--- src/rtl/uart_pkg.sv ---
// uart_pkg: receiver FSM states and bit-timing helpers shared by the UART RX slice.
// Macro UART_RX_PARITY_EN adds the PARITY state.
package uart_pkg;
`ifdef UART_RX_PARITY_EN
  typedef enum logic [2:0] {IDLE, START, DATA, PARITY, STOP} state_t;
`else
  typedef enum logic [1:0] {IDLE, START, DATA, STOP} state_t;
`endif
  function automatic int calc_clks_per_bit(input int clk_freq, input int baud_rate);
    return clk_freq / baud_rate;
  endfunction
  function automatic int calc_half_bit(input int clks_per_bit);
    return clks_per_bit / 2;
  endfunction
endpackage

--- src/rtl/uart_sync_2ff.sv ---
// uart_sync_2ff: two-flop synchronizer for the asynchronous serial line, idling high.
module uart_sync_2ff (
  input  logic clk,
  input  logic rst,
  input  logic i_d,
  output logic o_q
);
  logic r_meta;
  logic r_q;
  // Shift the line through two flops; both come out of reset at the idle level.
  always_ff @(posedge clk or negedge rst)
    if (!rst) {r_meta, r_q} <= 2'b11;
    else {r_meta, r_q} <= {i_d, r_meta};
  assign o_q = r_q;
endmodule

--- src/rtl/uart_rx.sv ---
// uart_rx: 8N1-style UART receiver with ready/valid output; define UART_RX_PARITY_EN for even parity.
module uart_rx
  import uart_pkg::*;
#(
  parameter int CLK_FREQ  = 50000000,
  parameter int BAUD_RATE = 115200,
  parameter int DATA_BITS = 8
) (
  input  logic                 clk,
  input  logic                 rst,
  input  logic                 rx_i,
  input  logic                 rx_ready,
  output logic [DATA_BITS-1:0] rx_data,
  output logic                 rx_valid,
  output logic                 frame_err,
`ifdef UART_RX_PARITY_EN
  output logic                 parity_err,
`endif
  output logic                 overrun
);
  localparam int CPB  = calc_clks_per_bit(CLK_FREQ, BAUD_RATE);
  localparam int HALF = calc_half_bit(CPB);
  localparam int CW   = $clog2(CPB);
  localparam int BW   = $clog2(DATA_BITS);
  state_t               r_state, w_next;
  logic [CW-1:0]        r_cnt;
  logic [BW-1:0]        r_bit;
  logic [DATA_BITS-1:0] r_shift;
  logic                 w_rx, r_rx_prev, r_done;
  logic                 w_half, w_full, w_deliver, w_ferr, w_par_ok;
  uart_sync_2ff u_sync (.clk(clk), .rst(rst), .i_d(rx_i), .o_q(w_rx));
  assign w_half = r_cnt == CW'(HALF - 1);
  assign w_full = r_cnt == CW'(CPB - 1);
`ifdef UART_RX_PARITY_EN
  logic r_par_bad, w_perr;
  assign w_perr   = r_state == PARITY && w_full && (w_rx != ^r_shift);
  assign w_par_ok = !r_par_bad;
`else
  assign w_par_ok = 1'b1;
`endif
  assign w_deliver = r_state == STOP && w_full && w_rx && w_par_ok;
  assign w_ferr    = r_state == STOP && w_full && !w_rx;
  // Next-state decode: start on a falling edge, qualify at mid-start, then bit-period sampling.
  always_comb begin
    w_next = r_state;
    case (r_state)
      IDLE:    w_next = (r_rx_prev && !w_rx) ? START : IDLE;
      START:   w_next = w_half ? (w_rx ? IDLE : DATA) : START;
`ifdef UART_RX_PARITY_EN
      DATA:    w_next = (w_full && r_bit == BW'(DATA_BITS - 1)) ? PARITY : DATA;
      PARITY:  w_next = w_full ? STOP : PARITY;
`else
      DATA:    w_next = (w_full && r_bit == BW'(DATA_BITS - 1)) ? STOP : DATA;
`endif
      STOP:    w_next = w_full ? IDLE : STOP;
      default: w_next = IDLE;
    endcase
  end
  // State register and bit-timing counter; the counter restarts on any transition and each bit period.
  always_ff @(posedge clk or negedge rst)
    if (!rst) begin
      r_state <= IDLE;
      r_cnt   <= '0;
    end else begin
      r_state <= w_next;
      r_cnt   <= (r_state == IDLE || w_next != r_state || w_full) ? '0 : r_cnt + 1'b1;
    end
  // Datapath: edge history, LSB-first shift register, delivery strobe and error pulses.
  always_ff @(posedge clk or negedge rst)
    if (!rst) begin
      r_rx_prev <= 1'b1;
      r_bit     <= '0;
      r_shift   <= '0;
      r_done    <= 1'b0;
      frame_err <= 1'b0;
    end else begin
      r_rx_prev <= w_rx;
      r_bit     <= (r_state != DATA) ? '0 : (w_full ? r_bit + 1'b1 : r_bit);
      r_shift   <= (r_state == DATA && w_full) ? {w_rx, r_shift[DATA_BITS-1:1]} : r_shift;
      r_done    <= w_deliver;
      frame_err <= w_ferr;
    end
`ifdef UART_RX_PARITY_EN
  // Parity verdict is held until the frame ends so the stop bit is still checked.
  always_ff @(posedge clk or negedge rst)
    if (!rst) begin
      r_par_bad  <= 1'b0;
      parity_err <= 1'b0;
    end else begin
      r_par_bad  <= (r_state == IDLE) ? 1'b0 : (r_par_bad | w_perr);
      parity_err <= w_perr;
    end
`endif
  // Output holding register: load when empty or consumed this edge, otherwise drop and flag overrun.
  always_ff @(posedge clk or negedge rst)
    if (!rst) begin
      rx_data  <= '0;
      rx_valid <= 1'b0;
      overrun  <= 1'b0;
    end else begin
      overrun <= r_done && rx_valid && !rx_ready;
      if (r_done && (!rx_valid || rx_ready)) begin
        rx_data  <= r_shift;
        rx_valid <= 1'b1;
      end else if (rx_valid && rx_ready) rx_valid <= 1'b0;
    end
endmodule
--- config.mk ---
export PLATFORM = sky130hd
export DESIGN_NAME = uart_rx
export DESIGN_NICKNAME = d
export VERILOG_FILES = /design/src/rtl/uart_pkg.sv /design/src/rtl/uart_sync_2ff.sv /design/src/rtl/uart_rx.sv
export SDC_FILE = /design/constraint.sdc
export NUM_CORES = 1
export LEC_CHECK = 0
export BUFFER_PORTS_ARGS = -buffer_cell sky130_fd_sc_hd__buf_2
export CAP_MARGIN = 20
export CORE_ASPECT_RATIO = 0.5
export CORE_MARGIN = 2
export CORE_UTILIZATION = 35
export DETAILED_ROUTE_END_ITERATION = 8
export GPL_ROUTABILITY_DRIVEN = 0
export HOLD_SLACK_MARGIN = 0.1
export PLACE_DENSITY = 0.59
export SLEW_MARGIN = 20
export SYNTH_ARGS = -nofsm -noshare
export SYNTH_HDL_FRONTEND = slang
export SYNTH_SLANG_ARGS = --single-unit
--- constraint.sdc ---
create_clock -name clk -period 4.8 [get_ports clk]
set_clock_uncertainty 0.2 [all_clocks]
set_input_delay 0.48 -clock clk [delete_from_list [all_inputs] [get_ports clk]]
set_output_delay 0.48 -clock clk [all_outputs]
set_load 0.01 [all_outputs]
== Yosys cells after proc, flatten, opt, wreduce, memory -nomap -nowiden ==
Cells that the tools add are included.

* Flip-flop bits (word level): 37
* Bits of input ports: 4
* Output and inout port bits: 11
* Word-level logic and storage cells: 52

* Add/sub/neg operators: 2
* Equal/unequal tests: 8
* Multiplexer cells: 11
* Reductions and logical operators: 19

{| class="wikitable"
|+ Operators with widths
! kind !! count
|-
| logical AND 1 bit || 10
|-
| adder 9 x 1 -> 9 bit (second input constant) || 1
|-
| == test 9 x 8 -> 1 bit (second input constant) || 1
|-
| == test 9 bit (second input constant) || 1
|-
| two-way mux 9 bit || 1
|-
| one-hot mux 2 bit (4 select lines) || 1
|-
| two-way mux 2 bit || 3
|-
| two-way mux 3 bit || 2
|-
| == test 2 bit (second input constant) || 2
|-
| two-way mux 1 bit || 4
|-
| nonzero test 2 bit || 2
|-
| adder 3 x 1 -> 3 bit (second input constant) || 1
|-
| == test 3 bit (second input constant) || 1
|-
| logical NOT 1 bit || 3
|-
| logical OR 1 bit || 3
|-
| == test 2 x 1 -> 1 bit (second input constant) || 1
|-
| logical NOT 2 bit || 1
|-
| != test 2 bit || 1
|-
| != test 2 bit (second input constant) || 1
|}

== Longest topological paths before layout ==
Gate-level depths: netlist (run 1).

* Word-level depth: 8
* Depth in mapped cells: 5
* Mapped depth without buffers: 5

== Hierarchy ==
Synthesis (run 1) repeated with hierarchy kept, for this count alone.

* Cells, all modules: 130
* Area total of the unflattened synthesis: 1,681.6 um2

{| class="wikitable"
|+ Modules (own cells, without submodules)
! module !! times used !! cells each !! area an instance (um2) !! sequential area each (um2)
|-
| uart_rx || 1 || 128 || 1,629.1 || 877.1
|-
| uart_sync_2ff || 1 || 2 || 52.6 || 52.6
|}

== Worst setup path after synthesis (run 1) ==
No wires, ideal clock.

* Kind: reg2reg
* From: register r_cnt[1]
* To: register r_shift[0]
* Arrival: 1,480 ps
* Required time: 4,475 ps
* Slack: 2,995 ps
* Cell stages (with the launch flop): 6
* Path buffers: 0
* Clock period less this slack: 1,805 ps
* Path through: dfrtp_1 inv_1 ha_1 nand4b_4 nor3_4 mux2_2

* Cells in the longest elaborated chain, start to end: 2

{| class="wikitable"
|+ RTL lines
! what !! RTL line !! RTL
|-
| start, declared || uart_rx.sv:26 || <nowiki>logic [CW-1:0] r_cnt;</nowiki>
|-
| start signal, assigned || uart_rx.sv:66 || <nowiki>r_cnt <= (r_state == IDLE || w_next != r_state || w_full) ? '0 : r_cnt + 1'b1;</nowiki>
|-
| == test 9 bit || uart_rx.sv:33 || <nowiki>assign w_full = r_cnt == CW'(CPB - 1);</nowiki>
|-
| logical AND 1 bit || uart_rx.sv:79 || <nowiki>r_shift <= (r_state == DATA && w_full) ? {w_rx, r_shift[DATA_BITS-1:1]} : r_shift;</nowiki>
|-
| end signal, assigned || uart_rx.sv:79 ||
|-
| end, declared || uart_rx.sv:28 || <nowiki>logic [DATA_BITS-1:0] r_shift;</nowiki>
|}

No other way between the ends.
A chain may end at the register's enable or synchronous reset.

== Final worst setup path (run 1) ==
* From: register r_cnt[3]
* To: register r_shift[4]

The elaborated chain is that of the path after synthesis.

==> results of run 1 <==
cell usage in the layout (no fill, tap or decap), types with 2 or more instances in the layout:
cell type / n
nor2_1: 3
clkbuf_8: 5
a21oi_1: 5
a211oi_1: 4
or3_1: 4
xor2_1: 2
o21ai_0: 9
dfrtp_1: 34
ha_1: 5
mux2_2: 16
nand3_1: 7
buf_2: 14
dlygate4sd3_1: 2
inv_1: 3
a221oi_1: 3
dfstp_2: 3
nand4bb_1: 2
nor4b_1: 2
nand2_1: 3
nand2b_1: 2
worst min path at each step:
stage	to	slack (ns)	cells past startpoint
after detailed placement	u_sync.o_q	0.15	0
final	u_sync.o_q	0.15	0
after floorplan	frame_err	-0.02	0
after CTS	u_sync.o_q	0.15	0
after global routing	u_sync.o_q	0.15	0
after global placement	u_sync.o_q	0.15	0
power by group:
| group | total [W] | internal (W) | switching, W |
|---|---|---|---|
| Clock | 0.000271 | 0.000155 | 0.000115 |
| Sequential | 0.000370 | 0.000335 | 0.0000351 |
| Combinational | 0.0000846 | 0.0000402 | 0.0000444 |
| Total | 0.000726 | 0.000531 | 0.000195 |
per-stage QoR:
step | power, W | area, um^2 | hold slack, ns | cells | worst slack [ns]
final | 0.000726 | 1890 | 0.151 | 205 | 2.76
after global routing | 0.000763 | 1890 | 0.148 | 205 | 2.65
after CTS | 0.000735 | 1890 | 0.153 | 205 | 2.74
after detailed placement | 0.000461 | 1760 | 0.147 | 195 | 2.75
after global placement | 0.000457 | 1760 | 0.146 | 195 | 2.77
after floorplan | 0.000432 | 1630 | -0.0156 | 126 | 3.00
per-layer routing:
| metal | vias to the layer above | part of all wire (%) |
|---|---|---|
| met5 | - | 0 |
| met4 | 0 | 2.7 |
| met3 | 8 | 3.0 |
| met2 | 14 | 45 |
| met1 | 530 | 49 |
| li1 | 512 | - |
cells by family after synthesis:
group / count (synthesis) / share of synthesized area (%)
AND/OR/NAND/NOR: 34 / 15.2
multiplexers: 16 / 11.0
flip-flops: 37 / 57.0
AO/OA/AOI/OAI: 25 / 9.43
buffers and inverters: 6 / 1.92
XOR/XNOR: 3 / 1.61
adder cells (fa/ha/maj): 5 / 3.83
cell type report:
| type | count | area share (%) |
|---|---|---|
| Clock buffer | 5 | 3.64 |
| Clock inverter | 3 | 2.45 |
| Sequential cell | 37 | 49.1 |
| Multi-Input combinational cell | 83 | 35.4 |
| Timing Repair Buffer | 16 | 4.76 |
| Tap cell | 57 | 3.77 |
| Inverter | 4 | 0.794 |
registers in the layout, summed over array words and instances, names as in the netlist:
register,count
r_cnt,9
r_shift,8
rx_data,8
r_bit,3
r_state,2
frame_err,1
overrun,1
r_done,1
r_rx_prev,1
rx_valid,1
u_sync.o_q,1
u_sync.r_meta,1
critical path, stage by stage, from the launching register on:
cell and delay (ns):
dfrtp_1 0.44, nand4bb_1 0.43, nor3_4 0.48, mux2_2 0.38
==> flow_summary.ini, run 1 <==
[outcome]
status = finished clean

[cells_and_area]
utilization_pct = 42.6
fillCellCount = 422
seqCellArea_um2 = 930
n_antenna_cell = 0
nNetsFinal = 156
area_growth_syn_to_layout_pct = 16.0
multi_input_comb_area_um2 = 671
drive_above_1_share_pct = 30.4

[grt]
grtUsageMet3_pct = 3.60
grt_usage_pct = 12.2
met1_usage_pct = 14.8
antenna_found_initial = 0
grt_pass1_wl_um = 4750
grt-ovfl-total = 0
grt_max_degree = 38
use_met2_pct = 19.6
grt_pass1_vias = 1038
grt.busiest_layer = met2

[routing]
drc_errors = 0
drtPass1Iterations = 4
vias = 1064
wl_per_cell_um = 13.5
dr.first_iter.drc_count = 36
via_per_inst = 5.19
ant_nets = 0
wl_um = 2770

[sta]
max_slew_margin_pct = 46.5
fin_crit_sh_pct = 42.6
slew_viol_final = 0
rsz0062_at_grt = false
tightest_slew_ns = 0.802
finalSetupTns_ns = 0
setup_viol = 0
max_freq_ghz = 0.489
min_period_ns = 2.04
hold_violations = 0

[synthesis]
yosys.area.top_type = dfrtp_1
synth-edff-count = 0
post-synth-top-area-fraction_pct = 52.1
synth_area_mm2 = 0.00163
async_flop_share_pct = 100
avgSynthCellArea_um2 = 12.9
yosys.cell_count.top_type = dfrtp_1
yosysUniqueCellTypes = 36
synthFlopType = dfrtp_1
seq_area_frac_synth_pct = 57.0
yosys_warnings = 0
synth_common_cells = dfrtp_1 (34), mux2_2 (16), o21ai_0 (9)
synth.net_count = 135
yosys-top-cells-area = dfrtp_1 (52%), mux2_2 (11%), dfstp_2 (4.8%)
synth_cells = 126
ys_seq_elements = 37

[worst_hold_path]
hold_class = flop to flop
worstHoldStart = u_sync.r_meta

[clocking]
htreeDepth = 2
cts_buffer_depth = 2
post_cts_resized = 0
cts_tree = built
worstSkewPairLatency_ns = 0.29
ctsHoldBuffers = 2
ctsRootBufferMaster = clkbuf_8
cts_made_buffers = 5
clock_sinks = 37
post_cts.repair.setup_buffers = 0
path_clk_slew_ns = 0.08

[floorplanning]
num_rows = 17
coreArea_mm2 = 0.00445
die_w_um = 101
start_util_pct = 36.7
fp.dieH_um = 52.3
num_io_pins = 15
die_area_mm2 = 0.00526

[critical_path]
crit_start = r_cnt[3]
r2r.worst_path.cells = 3
rr_startpoint = r_cnt[3]
r2r_setup_slack_ns = 2.76
crit_required_ns = 4.78
cp.arrival_ns = 2.03
path_max_fanout = 8
worstSetupEndpointType = flop
cp-start-kind = flop
worst_r2r_endpoint = r_shift[4]
path_class = flop to flop
crit_end = r_shift[4]

[flow_run]
drv_cap = 0

[pwr]
powerDensity_mw_per_mm2 = 384
leakagePower_nw = 0.910
ir_drop_mv = 0.144

[place]
portBuffers = 14
dp_hpwl_um = 1860
Note: power is estimated with default switching activity, not from simulation.
==> run 2, diff against run 1 <==
--- a/config.mk
+++ b/config.mk
@@ -13,7 +13,7 @@
 export DETAILED_ROUTE_END_ITERATION = 8
 export GPL_ROUTABILITY_DRIVEN = 0
 export HOLD_SLACK_MARGIN = 0.1
-export PLACE_DENSITY = 0.59
+export PLACE_DENSITY = 0.61
 export SLEW_MARGIN = 20
 export SYNTH_ARGS = -nofsm -noshare
 export SYNTH_HDL_FRONTEND = slang
==> constraint.sdc (replaced) <==
create_clock -name clk -period 1.75 [get_ports clk]
set_clock_uncertainty 0.2 [all_clocks]
set_input_delay 0.175 -clock clk [delete_from_list [all_inputs] [get_ports clk]]
set_output_delay 0.175 -clock clk [all_outputs]
set_load 0.01 [all_outputs]
==> run 2 against run 1 <==
  * Combinational power rose to 4.7 times the previous value
  * First-iteration DRC count rose by 83%
  * Non-clock buffer count increased by 15
  * Clock power grew to 2.9 times the previous value
  * Setup slack lost 2.7 ns
==> flow_summary.ini, run 2 (synthesis results as in run 1) <==
[outcome]
status = finished clean

[routing]
wl_per_cell_um = 13.7
drtPass1Iterations = 4
via_per_inst = 5.14
wl_um = 3020
drc_errors = 0
wl_met2_um = 1390
wl_met1_um = 1510
top_layer_used = met4
dr.first_iter.drc_count = 66
ant_nets = 0
vias = 1130
route.met3.wl_um = 86

[sta]
tightest_slew_ns = 0.456
rsz0062_at_grt = true
max_freq_ghz = 0.595
whs_ns = 0.157
setup_ws_ns = 0.0706
slew_viol_final = 0
setup_viol = 0
hold_violations = 0
max_slew_margin_pct = 69.6
fin_crit_sh_pct = 96.0
finalSetupTns_ns = 0
min_period_ns = 1.68

[critical_path]
cp_num_buf_inv = 2
cp.arrival_ns = 1.67
worstSetupEndpointType = flop
cp-start-kind = flop
cp_top_family = flip-flops
path_cells = inv_2 -> ha_4 -> nand4b_4 -> nor3_4 -> buf_12 -> mux2_2
crit_required_ns = 1.74
path_class = flop to flop
critPathSlowestCell = dfrtp_1
path_max_fanout = 8
slowest_delay_ns = 0.39

[clocking]
cts_buffer_depth = 2
htreeDepth = 2
ctsRootBufferMaster = clkbuf_8
clock_sinks = 37
cts_made_buffers = 5
worstSkewPairLatency_ns = 0.30
path_clk_slew_ns = 0.08
cts_tree = built

[worst_hold_path]
hold_class = flop to flop

[cells_and_area]
utilization_pct = 47.2
drive_above_1_share_pct = 42.3
layout_commonest_cell = dfrtp_1
fillCellCount = 387
n_antenna_cell = 0
nNetsFinal = 171
instances_no_fill = 220
reg.largest.list = r_cnt (9), r_shift (8), rx_data (8)
regMostFlops = r_cnt
area_growth_syn_to_layout_pct = 28.7
largest_reg_flops = 9
mostFrequentLayoutCells = dfrtp_1 (33), mux2_2 (14), buf_2 (14)

[pwr]
leakagePower_nw = 0.992
ir_drop_mv = 0.410
powerDensity_mw_per_mm2 = 1030
p_switching_w = 0.000582
power.clock.fraction_pct = 35.9
power_frac_comb_pct = 18.5
p_sw_share_pct = 26.8
sequentialPowerShare_pct = 45.6
internal_power_w = 0.00159

[place]
dp_hpwl_um = 2030
portBuffers = 14
dpl.cell_count = 208
post-place-ws_ns = -0.0304

[floorplanning]
coreArea_mm2 = 0.00445
fp.dieH_um = 52.3
die_w_um = 101
num_rows = 17
die_area_mm2 = 0.00526
num_io_pins = 15
start_util_pct = 36.7

[grt]
grt-ovfl-total = 0
grt_max_degree = 38
grt_pass1_wl_um = 4970
grt_pass1_vias = 1071
antenna_found_initial = 0
grt_usage_pct = 12.8

[flow_run]
drv_cap = 0
[run 2: changes by cell type in the layout (fill, tap and decap cells not counted), sizes merged]
cell         delta
buf            +14
dlygate4sd3     +1
clkbuf          +1
clkinv          -1
[run 2: final timing paths]
kind	start	endpoint	slack (ns)	cells past startpoint
min in group asynchronous	rst	r_shift[1]	0.23	3
max in group asynchronous	rst	r_cnt[0]	0.76	3
setup / recovery	r_cnt[1]	r_shift[2]	0.07	6
setup reg to reg	r_cnt[1]	r_shift[2]	0.07	6
hold / removal	u_sync.r_meta	u_sync.o_q	0.16	0
hold reg to reg	u_sync.r_meta	u_sync.o_q	0.16	0
[run 2: layout make-up]
class | instances | area [um^2] | area share [%]
Multi-Input combinational cell | 83 | 741 | 35.3
Timing Repair Buffer | 31 | 221 | 10.5
Inverter | 4 | 15.0 | 0.715
Clock buffer | 6 | 82.6 | 3.93
Sequential cell | 37 | 931 | 44.3
Clock inverter | 2 | 37.5 | 1.79
Tap cell | 57 | 71.3 | 3.40
[run 2: power by group through the flow]
| stage | clock network, W | registers, W | logic (W) |
|---|---|---|---|
| floorplan | 0 | 0.000989 | 0.000199 |
| global placement | 0 | 0.000983 | 0.000347 |
| detailed placement | 0 | 0.000989 | 0.000342 |
| CTS | 0.000791 | 0.000977 | 0.000384 |
| global route | 0.000827 | 0.000997 | 0.000439 |
| finish | 0.000779 | 0.000990 | 0.000401 |
[run 2: through the flow]
| stage | total power (W) | area (um^2) |
|---|---|---|
| final | 0.00217 | 2100 |
| after global routing | 0.00226 | 2100 |
| after CTS | 0.00215 | 2040 |
| after detailed placement | 0.00133 | 1870 |
| after global placement | 0.00133 | 1870 |
| after floorplan | 0.00119 | 1630 |
[run 2: what timing repair did]
action / 4_1_cts / 5_1_grt
pin swaps: 1 / 0
hold buffers: 3 / 0
hold endpoints to repair: 40 / 0
endpoints found under the setup margin: 9 / 14
resized for setup: 2 / 12
setup buffers: 1 / 0
[run 2: routing by layer]
layer | GRT usage [%] | vias to the layer above
met1 | 16.4 | 570
met3 | 3.60 | 3
met4 | 8.68 | 0
li1 | - | 539
met2 | 18.9 | 18
met5 | 0 | -
==> run 3, diff against run 2 <==
--- a/config.mk
+++ b/config.mk
@@ -13,7 +13,7 @@
 export DETAILED_ROUTE_END_ITERATION = 8
 export GPL_ROUTABILITY_DRIVEN = 0
 export HOLD_SLACK_MARGIN = 0.1
-export PLACE_DENSITY = 0.61
+export PLACE_DENSITY = 0.59
 export SLEW_MARGIN = 20
 export SYNTH_ARGS = -nofsm -noshare
 export SYNTH_HDL_FRONTEND = slang
==> constraint.sdc (replaced) <==
create_clock -name clk -period 1.7 [get_ports clk]
set_clock_uncertainty 0.2 [all_clocks]
set_input_delay 0.17 -clock clk [delete_from_list [all_inputs] [get_ports clk]]
set_output_delay 0.17 -clock clk [all_outputs]
set_load 0.01 [all_outputs]
==> run 3 against run 2 <==
  * The flow now finishes with violations (setup timing)
  * Largest cell class unchanged
  * Setup slack got worse by 0.11 ns
  * Sequential share of layout area decreased by 4.3 points
  * Routed wire length increased by 17%
  * Via count increased by 9.6%
  * Critical path type unchanged
  * Hold slack got worse by 0.057 ns
  * Clock power increased by 2%
  * Combinational power increased by 54%
  * Critical path depth unchanged
  * First-iteration DRC count decreased by 50%
==> flow_summary.ini, run 3 (synthesis results as in run 1) <==
[cells_and_area]
area_growth_syn_to_layout_pct = 42.5
fillCellCount = 378
reg.largest.list = r_cnt (9), r_shift (8), rx_data (8)
nNetsFinal = 182
mostFrequentLayoutCells = dfrtp_1 (33), buf_4 (19), buf_2 (14)
seqCellArea_um2 = 931
regMostFlops = r_cnt
n_antenna_cell = 0
drive_above_1_share_pct = 53.4
largest_reg_flops = 9
final_area_mm2 = 0.00232
multi_input_comb_area_um2 = 866
utilization_pct = 52.3
layout_commonest_cell = dfrtp_1

[grt]
grt_pass1_vias = 1209
grt_max_degree = 17
grt_usage_pct = 14.5
antenna_found_initial = 0
grt_pass1_wl_um = 5640
grt-ovfl-total = 0

[place]
dp_hpwl_um = 2310
post-place-ws_ns = -0.112
dpl_cell_area_mm2 = 0.00193
portBuffers = 14

[critical_path]
cp.arrival_ns = 1.73
worstSetupEndpointType = flop
cp_top_family = flip-flops
cp_num_buf_inv = 2
path_max_fanout = 8
path_cells = inv_2 -> ha_4 -> nand4b_4 -> nor3_4 -> buf_12 -> mux2_4
critPathSlowestCell = dfrtp_1
path_class = flop to flop
slowest_delay_ns = 0.39
cp-start-kind = flop
crit_required_ns = 1.69

[outcome]
violations = setup timing
status = finished with violations

[clocking]
worstSkewPairLatency_ns = 0.30
cts_tree = built
cts_buffer_depth = 2
cts_made_buffers = 5
htreeDepth = 2
ctsRootBufferMaster = clkbuf_8
path_clk_slew_ns = 0.08
clock_sinks = 37

[floorplanning]
die_area_mm2 = 0.00526
fp.dieH_um = 52.3
coreArea_mm2 = 0.00445
num_io_pins = 15
num_rows = 17
die_w_um = 101
start_util_pct = 36.7

[routing]
via_per_inst = 5.36
wl_per_cell_um = 15.3
dr.first_iter.drc_count = 33
wl_um = 3540
drtPass1Iterations = 4
vias = 1238
drc_errors = 0
ant_nets = 0

[sta]
finalSetupTns_ns = -0.324
slew_viol_final = 0
tightest_slew_ns = 0.425
setup_ws_ns = -0.0415
rsz0062_at_grt = true
setup_viol = 9
max_freq_ghz = 0.574
min_period_ns = 1.74
hold_violations = 0
whs_ns = 0.101
max_slew_margin_pct = 71.5
fin_crit_sh_pct = 102

[flow_run]
drv_cap = 0

[worst_hold_path]
hold_class = input port to asynchronous set/reset pin

[pwr]
powerDensity_mw_per_mm2 = 1040
ir_drop_mv = 0.370
leakagePower_nw = 1.07
## run 3: cell types whose count changed in the layout (fill, tap and decap cells not counted), moves of 2 or more
cell and delta:
nor4b_1 -2, ha_4 +2, mux2_4 +6, o21ai_0 -2, or3_1 -2, a211oi_1 -3
buf_4 +7, buf_6 +4, or3_4 +2, a211oi_2 +3, mux2_2 -6, nor4b_2 +2
## run 3: final timing paths
check / end / slack, ns / depth (start not counted) / startpoint
hold / removal: rx_data[2] / 0.10 / 2 / rst
setup reg to reg: r_shift[6] / -0.04 / 6 / r_cnt[1]
setup / recovery: r_shift[6] / -0.04 / 6 / r_cnt[1]
min in group clk: u_sync.o_q / 0.16 / 0 / u_sync.r_meta
hold reg to reg: u_sync.o_q / 0.16 / 0 / u_sync.r_meta
max in group asynchronous: u_sync.o_q / 0.64 / 3 / rst
## run 3: final cells by class
| class | count | share of cell area [%] |
|---|---|---|
| clock buffer | 6 | 3.55 |
| clock inverter | 2 | 1.61 |
| inverter | 4 | 0.753 |
| multi-input combinational | 83 | 37.2 |
| sequential | 37 | 40.0 |
| tap | 57 | 3.07 |
| timing repair buffer | 42 | 13.7 |
## run 3: stage by stage
stage               instances  total power, W
floorplan                 126         0.00122
global route              231         0.00253
CTS                       228         0.00229
detailed placement        216         0.00143
global placement          216         0.00143
finish                    231         0.00241
## run 3: per-layer routing
metal  up-vias  global-route usage [%]  wire length (um)
met4         0                    6.85                68
met5         -                       0                 0
met3         8                    3.60                81
li1        564                       -                 -
met1       651                    17.6              1630
met2        15                    24.6              1760
## run 3: worst register-to-register path, cell delays in order (launching register included)
cell      delay, ns
dfrtp_1        0.39
inv_2          0.08
ha_4           0.14
nand4b_4       0.13
nor3_4         0.24
buf_12         0.17
mux2_4         0.30
## run 3: report_power, final
| part | internal, W | switching, W |
|---|---|---|
| registers | 0.000947 | 0.0000555 |
| clock network | 0.000477 | 0.000314 |
| logic | 0.000330 | 0.000286 |
## run 3: timing repair
| item | 4_1_cts | 5_1_grt |
|---|---|---|
| gates cloned | 0 | 1 |
| pin swaps | 2 | 11 |
| hold endpoints to repair | 37 | 0 |
| hold buffers | 3 | 0 |
| endpoints found under the setup margin | 13 | 28 |
| setup buffers | 1 | 3 |
| gates resized for setup | 18 | 28 |
